File: config.mk
export PLATFORM = sky130hd
export DESIGN_NAME = fractal_sync_req_initiator
export DESIGN_NICKNAME = d
export VERILOG_FILES = /design/src/rtl/fractal_sync_req_initiator.sv
export SDC_FILE = /design/constraint.sdc
export NUM_CORES = 1
export LEC_CHECK = 0
export BUFFER_PORTS_ARGS = -buffer_cell sky130_fd_sc_hd__buf_2
export CORE_AREA = 2 2 39 41
export DETAILED_ROUTE_END_ITERATION = 10
export DIE_AREA = 0 0 41 43
export HOLD_SLACK_MARGIN = 0.08
export PLACE_DENSITY = 0.7
export REMOVE_ABC_BUFFERS = 1
export SLEW_MARGIN = 30
export SYNTH_ARGS = -nofsm -noshare
export SYNTH_HDL_FRONTEND = slang
export SYNTH_SLANG_ARGS = --single-unit
File: constraint.sdc
create_clock -name clk_i -period 1.95 [get_ports clk_i]
set_clock_uncertainty 0.2 [all_clocks]
set_input_delay 0.2925 -clock clk_i [delete_from_list [all_inputs] [get_ports clk_i]]
set_output_delay 0.2925 -clock clk_i [all_outputs]
set_load 0.005 [all_outputs]
File: src/rtl/fractal_sync_req_initiator.sv
// Fractal sync request initiator (leaf side).
// Takes one barrier request from the local requester, issues it toward the
// first fractal sync node, waits for the matching wake-up response and then
// reports completion or an error code back to the requester.
// Optional feature macro: FRACTAL_SYNC_TIMEOUT_EN. When it is defined, a wait
// that lasts TIMEOUT_CYCLES cycles is aborted with error code 3. The default
// build (macro undefined) has no counter, and WAIT has no time limit.

package fractal_sync_pkg;

    // Width of the source/destination code carried with every barrier
    localparam int SD_WIDTH = 2;

    // Error codes reported on sync_err_o together with sync_done_o
    localparam logic [1:0] ERR_OK      = 2'd0;
    localparam logic [1:0] ERR_BAD_ID  = 2'd1;
    localparam logic [1:0] ERR_NETWORK = 2'd2;
    localparam logic [1:0] ERR_TIMEOUT = 2'd3;

endpackage

module fractal_sync_req_initiator #(
    parameter int ID_WIDTH       = 2,
    parameter int MAX_LOCAL_ID   = 0,
    parameter int TIMEOUT_CYCLES = 1024,
    localparam int SD_WIDTH      = fractal_sync_pkg::SD_WIDTH
) (
    input  logic                clk_i,
    input  logic                rst_i,

    input  logic                sync_req_i,
    input  logic [ID_WIDTH-1:0] sync_id_i,
    input  logic [SD_WIDTH-1:0] sync_sd_i,
    output logic                sync_gnt_o,
    output logic                sync_busy_o,
    output logic                sync_done_o,
    output logic [1:0]          sync_err_o,

    output logic                req_valid_o,
    input  logic                req_ready_i,
    output logic [ID_WIDTH-1:0] req_id_o,
    output logic [SD_WIDTH-1:0] req_sd_o,

    input  logic                rsp_valid_i,
    output logic                rsp_ready_o,
    input  logic [ID_WIDTH-1:0] rsp_id_i,
    input  logic [SD_WIDTH-1:0] rsp_sd_i,
    input  logic                rsp_err_i,
    output logic                stray_o
);

    import fractal_sync_pkg::*;

    // A zero or negative timeout would make the expiry compare meaningless
    generate
        if (TIMEOUT_CYCLES < 1) begin : g_timeout_check
            $error("fractal_sync_req_initiator: TIMEOUT_CYCLES must be > 0");
        end
    endgenerate

    // Largest legal local id, widened so it can be compared with any id width
    localparam logic [31:0] MAX_ID = MAX_LOCAL_ID;

    typedef enum logic [1:0] {
        IDLE = 2'd0,
        SEND = 2'd1,
        WAIT = 2'd2,
        RESP = 2'd3
    } state_t;

    state_t                state_q;
    logic [ID_WIDTH-1:0]   id_q;
    logic [SD_WIDTH-1:0]   sd_q;
    logic [1:0]            err_q;

    logic [31:0]           req_local_id;
    logic                  bad_id;
    logic                  rsp_fire;
    logic                  rsp_match;

`ifdef FRACTAL_SYNC_TIMEOUT_EN
    localparam int CNT_WIDTH = $clog2(TIMEOUT_CYCLES + 1);
    localparam logic [CNT_WIDTH-1:0] CNT_LAST = CNT_WIDTH'(TIMEOUT_CYCLES - 1);

    logic [CNT_WIDTH-1:0]  cnt_q;
    logic                  cnt_expired;

    assign cnt_expired = (cnt_q == CNT_LAST);
`endif

    // Bit 0 of the id is the direction/level flag; only the upper bits form the
    // local id that the first node's register file can hold.
    assign req_local_id = 32'(sync_id_i[ID_WIDTH-1:1]);
    assign bad_id       = (req_local_id > MAX_ID);

    // A response is consumed in every WAIT cycle it is offered; it only ends
    // the barrier when both the id and the SD code agree with the latched pair.
    assign rsp_fire  = (state_q == WAIT) && rsp_valid_i;
    assign rsp_match = (rsp_id_i == id_q) && (rsp_sd_i == sd_q);

    // Barrier sequencing: latch the request, push it to the node, wait for the
    // wake-up and report the result for one cycle. Reset drops any barrier in
    // flight without reporting it.
    always_ff @(posedge clk_i or posedge rst_i) begin
        if (rst_i) begin
            state_q <= IDLE;
            id_q    <= '0;
            sd_q    <= '0;
            err_q   <= ERR_OK;
`ifdef FRACTAL_SYNC_TIMEOUT_EN
            cnt_q   <= '0;
`endif
        end else begin
            case (state_q)
                IDLE: begin
                    if (sync_req_i) begin
                        id_q <= sync_id_i;
                        sd_q <= sync_sd_i;
                        if (bad_id) begin
                            err_q   <= ERR_BAD_ID;
                            state_q <= RESP;
                        end else begin
                            err_q   <= ERR_OK;
                            state_q <= SEND;
                        end
                    end
                end

                SEND: begin
                    if (req_ready_i) begin
                        state_q <= WAIT;
`ifdef FRACTAL_SYNC_TIMEOUT_EN
                        cnt_q   <= '0;
`endif
                    end
                end

                WAIT: begin
                    if (rsp_fire && rsp_match) begin
                        err_q   <= rsp_err_i ? ERR_NETWORK : ERR_OK;
                        state_q <= RESP;
                    end
`ifdef FRACTAL_SYNC_TIMEOUT_EN
                    else if (cnt_expired) begin
                        err_q   <= ERR_TIMEOUT;
                        state_q <= RESP;
                    end else begin
                        cnt_q   <= cnt_q + 1'b1;
                    end
`endif
                end

                RESP: begin
                    state_q <= IDLE;
                end

                default: begin
                    state_q <= IDLE;
                end
            endcase
        end
    end

    // Grant is a same-cycle acknowledge of the level request seen in IDLE; it is
    // held low while reset is applied so every output reads 0 during reset.
    assign sync_gnt_o  = (state_q == IDLE) && sync_req_i && !rst_i;
    assign sync_busy_o = (state_q != IDLE);
    assign sync_done_o = (state_q == RESP);
    assign sync_err_o  = (state_q == RESP) ? err_q : ERR_OK;

    assign req_valid_o = (state_q == SEND);
    assign req_id_o    = id_q;
    assign req_sd_o    = sd_q;

    assign rsp_ready_o = (state_q == WAIT);
    assign stray_o     = rsp_fire && !rsp_match;

endmodule

==> impl_results.md <==
* DR pass1 iterations at 3
* Clock Latency Late Sink at 260 ps
* Inst Count DP at 101
* Area taken by multi-input logic gates at around 360 µm²
* Class of the worst hold path: in -> reg
* First-pass GRT wire length at 2130 µm
* Overall routed net length at 1300 µm
* Clk sinks at 8
* Die area at around 1800 µm²
* Vias at 549
* Setup repair after global routing missed its margin: true
* Post-synth EDFFs at 0
* Via/cell ratio at around 5.0
* Rows at 14
* Slew Limit Headroom at 0.783
* Average cell area after synthesis at 9.62 µm²
* Setup violators final at 0
* Fin util at 0.588
* Top-level port count at 26
* Yosys top cell area share at 0.359
* Nets at 115
* Initial Utilization at 0.403
* Commonest non-fill, non-tap cell in the layout: buf_2
* Seq. cell area at around 200 µm²
* Grt total ovfl at 0
* Crit path launch type: flip-flop
* Synth warn at 0
* Yosys top cell by area: dfrtp_1
* Layout cells sized above 1 at 0.468
* Crit Path Max Fanout at 3
* Clock root cell: clkbuf_4
* H-tree levels at 1
* Layout area overhead at 45.7%
* DRT iter0 DRCs at 5
* Unique masters post-synth at 21
* # port buffers at 25
* Post-synthesis sequential area ratio at 0.359
* Largest cells by area after synthesis: dfrtp_1, ha_1, mux2_2
* Final period utilization at 0.962
* Pwr dens at 1370 nW/µm²
* Die width at 41 µm
* Clk buf depth at 2
* Initial antenna violation count at 0
* Die height at 43 µm
* Post-route minimum period at 1880 ps
* Peak VDD IR at 0.000800 V
* Num CTS Buffers at 3
* Synthesized cell area at 558 µm²
* Placer Congestion at roughly 0.8
* Post-DP HPWL at ~1000 µm
* Layout Cells excl Fill at 110
* Fmax at between 0.5 and 0.6 GHz
* # DRC at 0
* Pleak at between 0.4 and 0.5 nW
* Core ar. at 1380 µm²
* Endpoints failing hold at 0
* Pin count of the biggest net entering global routing at 9
* ANT cells at 0
* Commonest cells after routing, fill and taps aside: buf_2, dfrtp_1, nand2_1
* Max-cap check violation count at 0
* Post-synth ARST share at 1.00
* CTS clock-pin slew for the worst setup and hold paths at around 50 ps
* Synth Instances at 58
* GRT Util Overall at 0.185
* Crit. End Element: output port
* Slew Viols, Final at 0
* Status: completed
* Vias in the first global route at 498
* Worst Max-Slew Pin Slew at 325 ps
* Worst EP required at 1460 ps
* Most common flop cell mapped by yosys: dfrtp_1
* Post-synthesis register bit count at 8
* Antenna-violating nets left at 0
* Data arrival, critical path at 1380 ps
* Routed len/inst at 11.8 µm
* CTS tree: done
* WS Path Type: reg -> out
* FILL cells at 136
-- layer usage --
metal  vias up  global-route usage  part of all wire
met2        21               0.275              0.48
met3         4              0.0314             0.062
met4         0               0.140             0.030
li1        272                   -                 -
met1       252               0.222              0.42
met5         -                   0                 0
-- state kept, by name, indices dropped and copies added (netlist names) --
name      count
req_id_o      2
state_q       2
err_q         2
req_sd_o      2
-- cell families (layout without fill, tap and decap cells) --
logic type,Yosys count,in the layout,share of synthesized area
buffers and inverters,4,40,0.0269
and+or+nand+nor,24,24,0.244
adders and majority gates,5,5,0.112
DFF,8,8,0.359
AOI/OAI and AO/OA,8,8,0.0942
muxes,5,5,0.101
xor gates and xnor gates,4,4,0.0628
-- synthesized netlist by cell type (2+ instances only) --
| cell | count |
|---|---|
| inv_1 | 4 |
| dfrtp_1 | 8 |
| nor2_1 | 4 |
| a21oi_1 | 4 |
| ha_1 | 5 |
| nand2b_1 | 2 |
| xor2_1 | 4 |
| mux2_2 | 5 |
| nand2_1 | 7 |
| and2_1 | 3 |
| nand3_1 | 2 |
-- layout make-up --
class / count / area share
inverter: 4 / 0.0185
sequential: 8 / 0.246
clock buffer: 3 / 0.0277
tap: 16 / 0.0246
multi-input combinational: 46 / 0.440
timing repair buffer: 33 / 0.243
-- report_power, final --
group          internal [mW]  switching [mW]  total (mW)
clock network         0.0705          0.0570       0.127
registers              0.249          0.0633       0.312
logic                  0.343           0.328       0.671
total                  0.662           0.448        1.11
-- worst max-delay path: stages, from the launching register on --
cell	delay [ps]
dfrtp_1	410
xor2_2	170
nor4_4	330
nor2_1	90
buf_2	130
-- repair_timing --
action,in CTS,in global routing
buffers inserted,1,0
hold buffers,5,0
pin swaps,1,3
resized for setup,1,4
gates cloned,0,0
endpoints found under the setup margin,2,2
hold endpoints to repair,12,0
-- per-stage QoR --
| step | area, µm² | total power, mW | TNS [ps] | setup WS [ps] | hold slack, ps |
|---|---|---|---|---|---|
| finish | 813 | 1.11 | 0 | 74.4 | 138 |
| detailed placement | 718 | 0.954 | 0 | 186 | 66.1 |
| floorplan | 558 | 0.737 | 0 | 307 | -91.8 |
| global route | 813 | 1.23 | -14.0 | -14.0 | 153 |
| global placement | 718 | 0.943 | 0 | 214 | 68.7 |
| CTS | 801 | 1.11 | 0 | 23.3 | 140 |
-- final timing paths --
kind                              start     endpoint  slack [ps]  cells past startpoint
setup / recovery            req_id_o[1]      stray_o          70                      4
hold / removal             sync_id_i[1]  req_id_o[1]         140                      3
setup reg to reg            req_id_o[1]     err_q[0]         180                      5
hold reg to reg             req_id_o[0]  req_id_o[0]         350                      1
max in group asynchronous         rst_i  req_id_o[0]         960                      3
min in group asynchronous         rst_i  req_sd_o[0]         350                      3
No activity file was read; power rests on OpenSTA's default activity.
